[config.mk]
export PLATFORM = sky130hd
export DESIGN_NAME = butterfly_r2_pipe
export DESIGN_NICKNAME = d
export VERILOG_FILES = /design/src/rtl/butterfly_r2_pipe.sv
export SDC_FILE = /design/constraint.sdc
export NUM_CORES = 1
export LEC_CHECK = 0
export CAP_MARGIN = 15
export CORE_MARGIN = 2
export CORE_UTILIZATION = 35
export CTS_BUF_LIST = sky130_fd_sc_hd__clkbuf_8
export CTS_CLUSTER_DIAMETER = 40
export DETAILED_ROUTE_END_ITERATION = 8
export GPL_TIMING_DRIVEN = 1
export SYNTH_ARGS = -nofsm -noshare
export SYNTH_HDL_FRONTEND = slang
export SYNTH_SLANG_ARGS = --single-unit
[constraint.sdc]
create_clock -name i_clk -period 2.4 [get_ports i_clk]
set_input_delay 0.36 -clock i_clk [delete_from_list [all_inputs] [get_ports i_clk]]
set_output_delay 0.36 -clock i_clk [all_outputs]
set_load 0.05 [all_outputs]
[src/rtl/butterfly_r2_pipe.sv]
// butterfly_r2_pipe
// Two-stage radix-2 FFT butterfly: out0 = A + B, out1 = A - B per I/Q
// component, with per-sample divide-by-2 (round half up) and a sticky
// overflow flag for unscaled results that do not fit in W bits.
// Optional feature macro: BUTTERFLY_R2_SAT_EN
//   defined   -> unscaled overflow saturates to the nearest W-bit bound
//   undefined -> unscaled overflow wraps (low W bits kept)
// o_ovf behaves identically in both builds.

module butterfly_r2_pipe #(
    parameter int DATA_FFT_SIZE = 16
) (
    input  logic                     i_clk,
    input  logic                     i_rst_n,
    input  logic                     i_en,
    input  logic                     i_valid,
    input  logic                     i_scale,
    input  logic [DATA_FFT_SIZE-1:0] i_data_in0_i,
    input  logic [DATA_FFT_SIZE-1:0] i_data_in0_q,
    input  logic [DATA_FFT_SIZE-1:0] i_data_in1_i,
    input  logic [DATA_FFT_SIZE-1:0] i_data_in1_q,
    input  logic                     i_ovf_clr,
    output logic                     o_valid,
    output logic [DATA_FFT_SIZE-1:0] o_data_out0_i,
    output logic [DATA_FFT_SIZE-1:0] o_data_out0_q,
    output logic [DATA_FFT_SIZE-1:0] o_data_out1_i,
    output logic [DATA_FFT_SIZE-1:0] o_data_out1_q,
    output logic                     o_ovf
);

    localparam int W = DATA_FFT_SIZE;

    // Stage-1 registers: full-precision (W+1 bit) sums/differences
    logic         v1;
    logic         sc1;
    logic [W:0]   sum_i;
    logic [W:0]   sum_q;
    logic [W:0]   diff_i;
    logic [W:0]   diff_q;

    // Stage-2 combinational results
    logic [W-1:0] red_sum_i;
    logic [W-1:0] red_sum_q;
    logic [W-1:0] red_diff_i;
    logic [W-1:0] red_diff_q;
    logic         any_ovf;

    // Sign-extended operands
    logic [W:0]   a_i;
    logic [W:0]   a_q;
    logic [W:0]   b_i;
    logic [W:0]   b_q;

    assign a_i = {i_data_in0_i[W-1], i_data_in0_i};
    assign a_q = {i_data_in0_q[W-1], i_data_in0_q};
    assign b_i = {i_data_in1_i[W-1], i_data_in1_i};
    assign b_q = {i_data_in1_q[W-1], i_data_in1_q};

    // An unscaled W+1 bit value fits in W bits only if its top two bits agree
    function automatic logic does_overflow(input logic [W:0] x);
        does_overflow = (x[W] != x[W-1]);
    endfunction

    // Reduce a W+1 bit value to W bits: halve with round-half-up, or
    // truncate with wrap/saturate handling when the value does not fit
    function automatic logic [W-1:0] reduce_value(input logic [W:0] x,
                                                  input logic       scale);
        logic [W:0] rounded;
        rounded = x + {{W{1'b0}}, 1'b1};
        if (scale) begin
            // arithmetic shift right by one keeps the low W bits of rounded[W:1]
            reduce_value = rounded[W:1];
        end else if (does_overflow(x)) begin
`ifdef BUTTERFLY_R2_SAT_EN
            reduce_value = x[W] ? {1'b1, {(W-1){1'b0}}} : {1'b0, {(W-1){1'b1}}};
`else
            reduce_value = x[W-1:0];
`endif
        end else begin
            reduce_value = x[W-1:0];
        end
    endfunction

    // Stage 1: form sum and difference; data only captured on valid input
    always_ff @(posedge i_clk) begin
        if (!i_rst_n) begin
            v1     <= 1'b0;
            sc1    <= 1'b0;
            sum_i  <= '0;
            sum_q  <= '0;
            diff_i <= '0;
            diff_q <= '0;
        end else if (i_en) begin
            v1 <= i_valid;
            if (i_valid) begin
                sc1    <= i_scale;
                sum_i  <= a_i + b_i;
                sum_q  <= a_q + b_q;
                diff_i <= a_i - b_i;
                diff_q <= a_q - b_q;
            end
        end
    end

    // Stage 2 combinational reduction and overflow detection
    always_comb begin
        red_sum_i  = reduce_value(sum_i,  sc1);
        red_sum_q  = reduce_value(sum_q,  sc1);
        red_diff_i = reduce_value(diff_i, sc1);
        red_diff_q = reduce_value(diff_q, sc1);
        any_ovf    = !sc1 && (does_overflow(sum_i)  || does_overflow(sum_q) ||
                              does_overflow(diff_i) || does_overflow(diff_q));
    end

    // Stage 2 output registers; data hold their last value when no sample arrives
    always_ff @(posedge i_clk) begin
        if (!i_rst_n) begin
            o_valid       <= 1'b0;
            o_data_out0_i <= '0;
            o_data_out0_q <= '0;
            o_data_out1_i <= '0;
            o_data_out1_q <= '0;
        end else if (i_en) begin
            o_valid <= v1;
            if (v1) begin
                o_data_out0_i <= red_sum_i;
                o_data_out0_q <= red_sum_q;
                o_data_out1_i <= red_diff_i;
                o_data_out1_q <= red_diff_q;
            end
        end
    end

    // Sticky overflow flag: a fresh overflow beats a simultaneous clear,
    // and the clear acts even while the pipeline is stalled
    always_ff @(posedge i_clk) begin
        if (!i_rst_n) begin
            o_ovf <= 1'b0;
        end else if (i_en && v1 && any_ovf) begin
            o_ovf <= 1'b1;
        end else if (i_ovf_clr) begin
            o_ovf <= 1'b0;
        end
    end

endmodule
==> impl_results.md, run 1 <==
* Beginning of the critical path: i_data_in0_i[0]
* Most used DFF post-synth: dfxtp_1
* Worst Clk Skew at a little under 9 ps
* Clock slew at the register clock pins of the worst setup and hold paths at 80 ps
* CP Max Fanout at 3
* Initial Util at 0.353
* Via density per instance at between 5 and 6
* Synth Register Bits at 134
* Clock tree root buffer cell: clkbuf_8
* H-tree depth reported by CTS at 4
* Max Fclk at 423 MHz
* I/O Buffers at 135
* Wire length of the first global-routing pass at 44.6 mm
* Post-Place Setup Slack at -495 ps
* Worst-path cell chain: clkdlybuf4s50_1, buf_4, ha_1, fa_1, nor2b_1, o21ai_2, a21oi_2, buf_4, nor3_1, o31ai_1, a41oi_1, nor2_1
* Most frequent standard cell in the layout excluding fill and tap cells: buf_4
* Crit-path max cell delay at roughly 420 ps
* Adder and majority cell fraction of the synthesized area at 0.0988
* Number of placed I/O pins at 136
* Final Instance Count excl. Fillers at 1843
* Main combinational cell family by area after synthesis: compound AO/OA/AOI/OAI gates
* TritonCTS clock tree: done
* Total number of placement rows at 60
* Arrival time at the worst endpoint at about 2700 ps
* CTS buffer count at 17
* Compound-Gate Fraction of Synth Area at 0.280
* Standard cell area after detailed placement at 12100 um2
* Post-route setup slack at 38.0 ps
* Post-synthesis sequential area ratio at 0.285
* Total Nets Final at 1632
* Relative contribution of combinational cells to total power at 0.282
* Post-route cell area at ~13000 um2
* Post-route antenna net violation count at 0
* Area delta synth->final at 35.2%
* Post-synth top area share at 0.285
* Sink count of the clock tree at 134
* Post-Synthesis Mean Instance Area at 7.45 um2
* # Max-Cap Violations at 0
* Number of buffers inserted for hold repair after clock tree synthesis at 0
* Rel. slew slack at 0.487
* Pwr per Cell Area at 514 nW/um2
* Die extent in x at 168 um
* Overall Power at 6.54 mW
* Vias in the first global route at 8577
* Antenna violations before repair at 2
* Worst reg2reg setup slack at about 320 ps
* Wirelength, routed at 28.2 mm
* Longest Clk Path Bufs at 2
* Drt pass-1 iters at 5
* Largest voltage drop on the vdd net at 0.328 mV
* Gpl congestion at between 0.8 and 0.9
* Critical path's slowest cell: clkdlybuf4s50_1
* Fin Setup TNS at 0 ps
* Final period util at 0.984
* Global routing usage summed across all routing layers at 0.194
* Most frequent CP cell: buf_4
* HPWL reported at the end of detailed placement at 21.9 mm
* Count of final max-slew check failures at 0
* Cell types occupying the most area after synthesis: dfxtp_1, ha_1, a21oi_1, nor2_1, nand2_1
* Type of the tightest min-delay check: in2reg
* Launching element type of the critical path: input pin
* Fraction of power spent switching nets at 0.313
* WL per Instance at 15.3 um
* Die area at around 28000 um2
* Setup violations, final at 0
* Synth cell types at 82
* Internal power of the cells at around 4.5 mW
* Placed insts at approximately 1800
* DR DRC count at 0
* Placeable core region at between 20000 and 30000 um2
* Layout cells sized above 1 at 0.168
* Post-layout minimum cycle time at 2360 ps
* Share of total power in the clock network at 0.336
* Final cell utilization of the core at 0.478
* Capturing instance or port of the critical path: sum_i[10]
* Startpoint of the worst-slack reg-to-reg timing path: sum_i[0]
* Post-synthesis cell type with the largest combined area: dfxtp_1
* Status: finished clean
* Crit path kind: in2reg
* Net Count, Synth at 1406
* Async set-or-reset flop fraction in the synthesized netlist at 0
* Violation count after the first detailed-routing iteration at 750
* Slew @ Worst Pin at 767 ps
* Simple-gate portion of the synthesized area at 0.204
* Hold Fails Final Rpt at 0
* Total vias in the final route at 9649
* Cell count after synthesis at 1264
* GRT overflow at 0
* Category of the worst setup path capture point: flip-flop
* Post-synthesis xor/xnor area fraction at 0.0456
* Maximum number of pins on one net before global-route repair at 76
* Post-Synthesis Cell Area at 9420 um2
* Syn. warnings at 0
* Count of flip-flops with a built-in enable after synthesis at 0
* N_diodes at 0
* Top library cells by usage in the layout, fill and taps aside: buf_4, nor2_1, a21oi_1, dfxtp_1, clkdlybuf4s50_1
* Die Ht at 168 um
* Path depth of the worst reg2reg path at 8
* Worst skew pair latency at 450 ps
* Net switching power figure at 2.05 mW
* Sequential fraction of design power at 0.383
* CP required at 2730 ps
* RSZ-0062 raised after global routing: true
* Critical R2R Capture: o_data_out1_i[15]
* Multiplexer fraction of the synthesized cell area at 0.0182
* Leak at a little over 5 nW
* Minimum hold slack at 312 ps
==> critical path: cells and delay by family <==
family	cells	cell delay, ps
and+or+nand+nor	3	370
AOI/OAI and AO/OA	4	650
buffers and inverters	3	720
adders and majority gates	2	590
==> sequential cells by signal (all words and copies together), names as in the netlist <==
| name | cells |
|---|---|
| o_data_out1_i | 16 |
| o_data_out1_q | 16 |
| sc1 | 1 |
| o_ovf | 1 |
| v1 | 1 |
| sum_i | 17 |
| o_data_out0_q | 16 |
| o_valid | 1 |
| o_data_out0_i | 16 |
| diff_i | 16 |
| sum_q | 17 |
| diff_q | 16 |
==> routing by layer <==
layer	vias to the layer above	track usage	routed length, um
met5	-	0	0
li1	4932	-	-
met1	4424	0.295	14700
met3	32	0.0341	1570
met2	261	0.279	11400
met4	0	0.0522	437
==> power groups by stage <==
stage,Combinational [mW],Sequential [mW],Clock (mW)
after floorplan,1.00,2.54,0
after global placement,1.75,2.54,0
after detailed placement,1.76,2.55,0
after CTS,1.77,2.49,2.25
after global routing,2.01,2.52,2.33
final,1.84,2.50,2.20
==> worst min path at each step <==
stage	start	endpoint	slack [ps]	cells after the start
2_1_floorplan	v1	v1	460	2
6_report	i_data_in1_q[0]	sum_q[0]	310	3
3_5_place_dp	o_data_out1_i[11]	o_data_out1_i[11]	450	2
5_1_grt	i_data_in1_q[0]	sum_q[0]	290	3
4_1_cts	o_data_out1_i[11]	o_data_out1_i[11]	460	2
3_3_place_gp	o_data_out1_i[2]	o_data_out1_i[2]	440	2
==> Yosys cell counts (all sizes together), types with 15 or more instances <==
library cell / count
nand3: 44
clkbuf: 65
ha: 68
xor2: 15
buf: 27
nand2: 108
nand2b: 17
o21ai: 80
a21oi: 152
inv: 71
o31ai: 15
dfxtp: 134
xnor2: 34
nor3: 30
a211oi: 48
mux2i: 16
nor2: 160
==> final cells by class <==
type                    instances  area [um2]
fillers                      2643       13900
flip-flops and latches        134        2690
multi-input cells             967        6260
clock inverters                12         199
repair buffers                299        2630
clock buffers                  19         262
well taps                     341         427
inverters                      71         267
==> kinds of logic (layout without fill, tap and decap cells) <==
logic type | after synthesis | count (layout)
flops | 134 | 134
mux | 17 | 17
xor+xnor | 49 | 49
compound gates | 407 | 407
buf+inv | 163 | 401
fa+ha+maj | 72 | 72
simple gates | 422 | 422
==> what timing repair did <==
item                                    in CTS  in global routing
gates resized for setup                      2                 39
pin swaps                                    1                 20
endpoints found under the setup margin       3                 23
buffers inserted                             0                  4
No activity file was read; power rests on OpenSTA's default activity.
==> inputs of run 2 (changes only) <==
==> constraint.sdc (replaced) <==
create_clock -name i_clk -period 2.4 [get_ports i_clk]
set_input_delay 0.24 -clock i_clk [delete_from_list [all_inputs] [get_ports i_clk]]
set_output_delay 0.24 -clock i_clk [all_outputs]
set_load 0.05 [all_outputs]
==> impl_results.md, run 2 (synthesis results as in run 1) <==
* Status: finished clean
* Antenna violations before repair at 0 (-2)
* Vias in the first global route at 8663 (+1.0%)
* Die Ht at 168 um (unchanged)
* Arrival time at the worst endpoint at 2640 ps (-50 ps)
* Rel. slew slack at 0.503 (+0.0158)
* Total vias in the final route at 9542 (-1.1%)
* Wirelength, routed at 28.0 mm (-0.62%)
* Sequential cell area at 2690 um2 (unchanged)
* Crit path kind: in2reg
* Worst-path cell chain: clkdlybuf4s50_1, inv_1, ha_1, fa_1, nand2b_1, a21oi_2, o211ai_1, nand2_1, a31oi_1, or4_1, o311ai_1
* Worst reg2reg setup slack at 310 ps (about the same)
* Clock tree root buffer cell: clkbuf_8
* Post-layout minimum cycle time at 2290 ps (-73.7 ps)
* Post-route antenna net violation count at 0 (unchanged)
* Area delta synth->final at 31.9%
* Category of the worst setup path capture point: flip-flop
* Layout cells sized above 1 at 0.142 (-0.0260)
* H-tree depth reported by CTS at 4 (unchanged)
* Die area at 28200 um2 (unchanged)
* Largest voltage drop on the vdd net at 0.317 mV (-3.4%)
* Maximum number of pins on one net before global-route repair at 74 (-2.6%)
* Violation count after the first detailed-routing iteration at 700 (-6.7%)
* Total number of placement rows at 60 (unchanged)
* # Max-Cap Violations at 0 (unchanged)
* Longest Clk Path Bufs at 2 (unchanged)
* Number of buffers inserted for hold repair after clock tree synthesis at 0 (unchanged)
* Hold Fails Final Rpt at 0 (unchanged)
* Sink count of the clock tree at 134 (unchanged)
* N_diodes at 0 (unchanged)
* Worst Clk Skew at 7.50 ps (-1.43 ps)
* Fin Setup TNS at 0 ps (unchanged)
* CTS buffer count at 17 (unchanged)
* WL per Instance at 15.3 um (+0.14%)
* CP Max Fanout at 3 (unchanged)
* Drt pass-1 iters at 5 (unchanged)
* RSZ-0062 raised after global routing: false
* GRT overflow at 0 (unchanged)
* Fill count at 2637 (-0.23%)
* Number of placed I/O pins at 136 (unchanged)
* TritonCTS clock tree: done
* CP Buf/Inv Count at 2 (-1)
* Count of final max-slew check failures at 0 (unchanged)
* Placeable core region at 26700 um2 (unchanged)
* Pwr per Cell Area at 501 nW/um2 (-2.5%)
* Crit-path max cell delay at 480 ps (+60 ps)
* Via density per instance at 5.22 (-0.35%)
* Setup violations, final at 0 (unchanged)
* Initial Util at 0.353 (unchanged)
* Registers with the most flip-flops: sum_i: 17 flops, sum_q: 17 flops
* DR DRC count at 0 (unchanged)
* Category of cells accounting for the largest share of critical-path delay: simple AND/OR/NAND/NOR gates
* Worst skew pair latency at 440 ps (about the same)
* Die extent in x at 168 um (unchanged)
* Slew @ Worst Pin at 743 ps (-23.6 ps)
* Launching element type of the critical path: input pin
* Wire length of the first global-routing pass at 45.3 mm (+1.4%)
* Type of the tightest min-delay check: in2reg
* Most frequent standard cell in the layout excluding fill and tap cells: nor2_1
* Gpl congestion at 0.858 (+2.5%)
* Total Nets Final at 1618 (-0.86%)
* Post-Place Setup Slack at -395 ps (+100 ps)
* Multi-input combinational cell area at 6110 um2 (-2.4%)
* Top library cells by usage in the layout, fill and taps aside: nor2_1, a21oi_1, buf_4, clkdlybuf4s50_1, dfxtp_1
* I/O Buffers at 135 (unchanged)
* Global routing usage summed across all routing layers at 0.196 (+0.00211)
* Final period util at 0.953 (-0.0307)
* CP required at 2750 ps (+20 ps)
* Max Fclk at 437 MHz (+3.2%)
* Clock slew at the register clock pins of the worst setup and hold paths at 70 ps (about the same)
* Final cell utilization of the core at 0.466 (-0.0116)
* HPWL reported at the end of detailed placement at 21.8 mm (-0.69%)
* Post-route setup slack at 112 ps (+73.7 ps)
* Leak at 4.92 nW (-3.4%)
* Critical path's slowest cell: clkdlybuf4s50_1
==> run 2: cell types whose count changed in the layout (fill, tap and decap cells not counted), sizes merged <==
| cell | before | now |
|---|---|---|
| clkdlybuf4s50 | 130 | 135 |
| buf | 164 | 150 |
| dlymetal6s2s | 5 | 0 |
| clkinv | 3 | 4 |
| clkbuf | 19 | 18 |
| bufinv | 5 | 3 |
| clkinvlp | 0 | 2 |
==> run 2: final timing paths <==
path                      from                end  cells after the start
max            i_data_in0_q[0]         diff_q[12]                     11
min                  i_ovf_clr              o_ovf                      4
max reg2reg           sum_i[0]  o_data_out1_i[15]                      8
min reg2reg  o_data_out1_i[11]  o_data_out1_i[11]                      2
==> run 2: cell type report <==
cell class | count | area share
Clock buffer | 18 | 0.0199
Clock inverter | 13 | 0.0127
Inverter | 71 | 0.0215
Multi-Input combinational cell | 967 | 0.492
Sequential cell | 134 | 0.216
Tap cell | 341 | 0.0343
Timing Repair Buffer | 285 | 0.203
==> run 2: timing repair <==
action,CTS,global route
setup endpoints to repair,0,8
buffers inserted,0,0
resized for setup,0,4
==> run 2: worst register-to-register path, stage by stage (launching register included) <==
cell,delay [ps]
dfxtp_1,440
ha_1,250
nand3_1,130
nor2_1,330
and3_1,290
nand3_1,120
o22a_1,200
o211ai_1,120
a21oi_1,100
==> run 2: power breakdown <==
part	switching [mW]	internal [mW]
Combinational	0.937	0.833
Clock	0.899	1.05
Sequential	0.175	2.33
Total	2.01	4.21
==> run 2: per-stage QoR <==
| stage | instance area (um2) | cells | total power, mW | hold WS (ps) |
|---|---|---|---|---|
| 3_3_place_gp | 12000 | 1798 | 4.28 | 440 |
| 2_1_floorplan | 9420 | 1264 | 3.54 | 376 |
| 5_1_grt | 12400 | 1829 | 6.56 | 445 |
| 3_5_place_dp | 12000 | 1798 | 4.30 | 446 |
| 4_1_cts | 12400 | 1829 | 6.25 | 400 |
| 6_report | 12400 | 1829 | 6.22 | 423 |
==> run 2: metal layers <==
| layer | share of wire | wire (um) | track usage |
|---|---|---|---|
| met5 | 0 | 0 | 0 |
| met4 | 0.0091 | 256 | 0.0446 |
| met3 | 0.049 | 1370 | 0.0303 |
| met2 | 0.41 | 11500 | 0.291 |
| met1 | 0.53 | 14900 | 0.297 |
==> inputs of run 3 (changes only) <==
Settings changed: ABC_AREA from default to 1, CTS_CLUSTER_DIAMETER 40 to 120, PLACE_DENSITY from default to 0.59.
==> impl_results.md, run 3 <==
* Status: finished clean
* Post-Place Setup Slack at 20.9 ps (+415 ps)
* CP Buf/Inv Count at 1 (-1)
* Clock tree root buffer cell: clkbuf_8
* Most used DFF post-synth: dfxtp_1
* Clock slew at the register clock pins of the worst setup and hold paths at 100 ps (+30 ps)
* TritonCTS clock tree: done
* Number of buffers inserted for hold repair after clock tree synthesis at 0 (unchanged)
* Die area at 32700 um2 (+16%)
* N_diodes at 0 (unchanged)
* Worst skew pair latency at 470 ps (+30 ps)
* Post-synthesis sequential area ratio at 0.245 (-0.0398)
* Cell count after synthesis at 1778 (+41%)
* Worst-path cell chain: clkdlybuf4s50_1
* # Max-Cap Violations at 0 (unchanged)
* Count of final max-slew check failures at 0 (unchanged)
* DR DRC count at 0 (unchanged)
* Hold Fails Final Rpt at 0 (unchanged)
* Fin Setup TNS at 0 ps (unchanged)
* Startpoint of the tightest hold check path: i_ovf_clr
* Top library cells by usage in the layout, fill and taps aside: nand2_1, inv_1, a21oi_1, clkdlybuf4s50_1, dfxtp_1
* Sequential fraction of design power at 0.401 (-0.002)
* CP Max Fanout at 2 (-1)
* Total Nets Final at 2031 (+26%)
* Global routing usage summed across all routing layers at 0.203 (+0.00707)
* Post-Synthesis Cell Area at 11000 um2 (+16%)
* Wire length of the first global-routing pass at 53.6 mm (+19%)
* Post-Synthesis Mean Instance Area at 6.16 um2 (-17%)
* Minimum hold slack at 419 ps (-3.89 ps)
* Registers with the most flip-flops: sum_i: 17 flops, sum_q: 17 flops
* Net switching power figure at 2.31 mW (+15%)
* Most common library cells after synthesis: nand2_1, inv_1, a21oi_1
* I/O Buffers at 135 (unchanged)
* Relative contribution of combinational cells to total power at 0.299 (+0.014)
* Path depth of the worst reg2reg path at 8 (unchanged)
* Leak at 6.23 nW (+27%)
* Wirelength, routed at 33.3 mm (+19%)
* Final period util at 0.810 (-0.144)
* CP required at 2160 ps (-590 ps)
* Hold Path Stages at 4 (unchanged)
* WL per Instance at 14.5 um (-5.5%)
* Post-layout minimum cycle time at 1940 ps (-345 ps)
* Worst Clk Skew at 17.3 ps (+9.78 ps)
* CTS buffer count at 17 (unchanged)
* Post-route setup slack at 456 ps (+345 ps)
* Type of the tightest min-delay check: in2reg
* Worst-case hold path end point: o_ovf
* Cell with the most instances after synthesis: nand2_1
* Post-synthesis cell type with the largest combined area: dfxtp_1
* Placed insts at 2266 (+26%)
* Startpoint of the worst-slack reg-to-reg timing path: sum_i[0]
* Critical path's slowest cell: clkdlybuf4s50_1
* Final Instance Count excl. Fillers at 2298 (+26%)
* Synth cell types at 44 (-46%)
* GRT overflow at 0 (unchanged)
* Most frequent standard cell in the layout excluding fill and tap cells: nand2_1
* Violation count after the first detailed-routing iteration at 669 (-4.4%)
* Antenna violations before repair at 0 (unchanged)
* Total number of placement rows at 64 (+6.7%)
* Post-CTS setup repair buffer count at 0 (unchanged)
* Placeable core region at 30700 um2 (+15%)
* Category of cells accounting for the largest share of critical-path delay: buffers and inverters
* Cell types occupying the most area after synthesis: dfxtp_1, nand2_1, inv_1, a21oi_1, ha_1
* Final cell utilization of the core at 0.425 (-0.0409)
* Synth Register Bits at 134 (unchanged)
* Arrival time at the worst endpoint at 1700 ps (-940 ps)
* Fill count at 3308 (+25%)
* Post-route antenna net violation count at 0 (unchanged)
* Rel. slew slack at 0.651 (+0.148)
* Sink count of the clock tree at 134 (unchanged)
* H-tree depth reported by CTS at 4 (unchanged)
* Die Ht at 181 um (+7.6%)
* Total vias in the final route at 11000 (+15%)
* Max Fclk at 514 MHz (+18%)
* RSZ-0062 raised after global routing: false
* Number of placed I/O pins at 136 (unchanged)
* Post-synth top area share at 0.245 (-0.0398)
* Standard cell area after detailed placement at 12700 um2 (+5.5%)
* Gpl congestion at 0.910 (+6.0%)
* Post-route cell area at 13000 um2 (+5.0%)
* Internal power of the cells at 3.83 mW (-8.9%)
* Crit-path max cell delay at 820 ps (+340 ps)
* Via density per instance at 4.79 (-8.3%)
* HPWL reported at the end of detailed placement at 26.4 mm (+21%)
* Share of total power in the clock network at 0.300 (-0.013)
* Pwr per Cell Area at 471 nW/um2 (-5.9%)
* Worst reg2reg setup slack at 560 ps (+250 ps)
* Drt pass-1 iters at 6 (+1)
* Setup violations, final at 0 (unchanged)
* Overall Power at 6.14 mW (-1.2%)
* Vias in the first global route at 10100 (+16%)
* Longest Clk Path Bufs at 2 (unchanged)
* Area delta synth->final at 19.1%
* Largest voltage drop on the vdd net at 0.320 mV (+0.98%)
* Layout cells sized above 1 at 0.0894 (-0.0531)
* Maximum number of pins on one net before global-route repair at 67 (-9.5%)
* Crit path kind: reg2out
* Launching element type of the critical path: flip-flop
* Count of flip-flops with a built-in enable after synthesis at 0 (unchanged)
* Category of the worst setup path capture point: output port
* Initial Util at 0.357 (+0.00362)
* Syn. warnings at 0 (unchanged)
* Net Count, Synth at 1920 (+37%)
* Cts repair resizes at 0 (unchanged)
* Slew @ Worst Pin at 522 ps (-221 ps)
* Fraction of power spent switching nets at 0.376 (+0.0525)
* Die extent in x at 181 um (+7.6%)
* Critical R2R Capture: o_data_out0_i[9]
* Async set-or-reset flop fraction in the synthesized netlist at 0 (unchanged)
[run 3: cell types whose count changed in the layout (fill, tap and decap cells not counted), sizes merged, moves of 46 or more]
cell,change
inv,+250
nand2,+418
nand3,+83
buf,-119
a211oi,-47
nor2,-46
[run 3: worst max-delay path by stage]
stage                                 start                 to  slack [ps]  cells after the start
after detailed placement    i_data_in0_i[0]         diff_i[16]          20                     13
after global placement      i_data_in0_i[0]         diff_i[16]          30                     13
after global routing        i_data_in0_q[0]         diff_q[12]         340                     13
after floorplan             i_data_in0_q[0]         diff_q[14]         740                     12
final                      o_data_out0_i[2]   o_data_out0_i[2]         460                      1
after CTS                 o_data_out0_q[10]  o_data_out0_q[10]         450                      1
[run 3: area by class of cell]
class | instances | area [um2] | area share
multi-input cells | 1247 | 6650 | 0.510
flip-flops and latches | 134 | 2680 | 0.206
repair buffers | 166 | 1620 | 0.124
inverters | 323 | 1210 | 0.0932
well taps | 396 | 495 | 0.0380
clock buffers | 18 | 248 | 0.0190
clock inverters | 14 | 126 | 0.00969
[run 3: cells by family after synthesis]
kind of cell / synth area share
XOR/XNOR: 0.0352
AND/OR/NAND/NOR: 0.330
buffers and inverters: 0.148
AO/OA/AOI/OAI: 0.157
adder cells (fa/ha/maj): 0.0850
flip-flops: 0.245
[run 3: metal layers]
layer / track usage / vias up / share of wire
met1: 0.316 / 4887 / 0.54
met4: 0.0503 / 0 / 0.011
li1: - / 5803 / -
met3: 0.0272 / 28 / 0.054
met2: 0.291 / 280 / 0.40
met5: 0 / - / 0
[run 3: power groups by stage]
stage                     combinational [mW]  clock [mW]  sequential (mW)
after floorplan                         1.16           0             2.56
after global placement                  1.82           0             2.51
after detailed placement                1.83           0             2.51
after CTS                               1.84        1.88             2.46
after global routing                    2.07        1.97             2.48
final                                   1.84        1.84             2.46
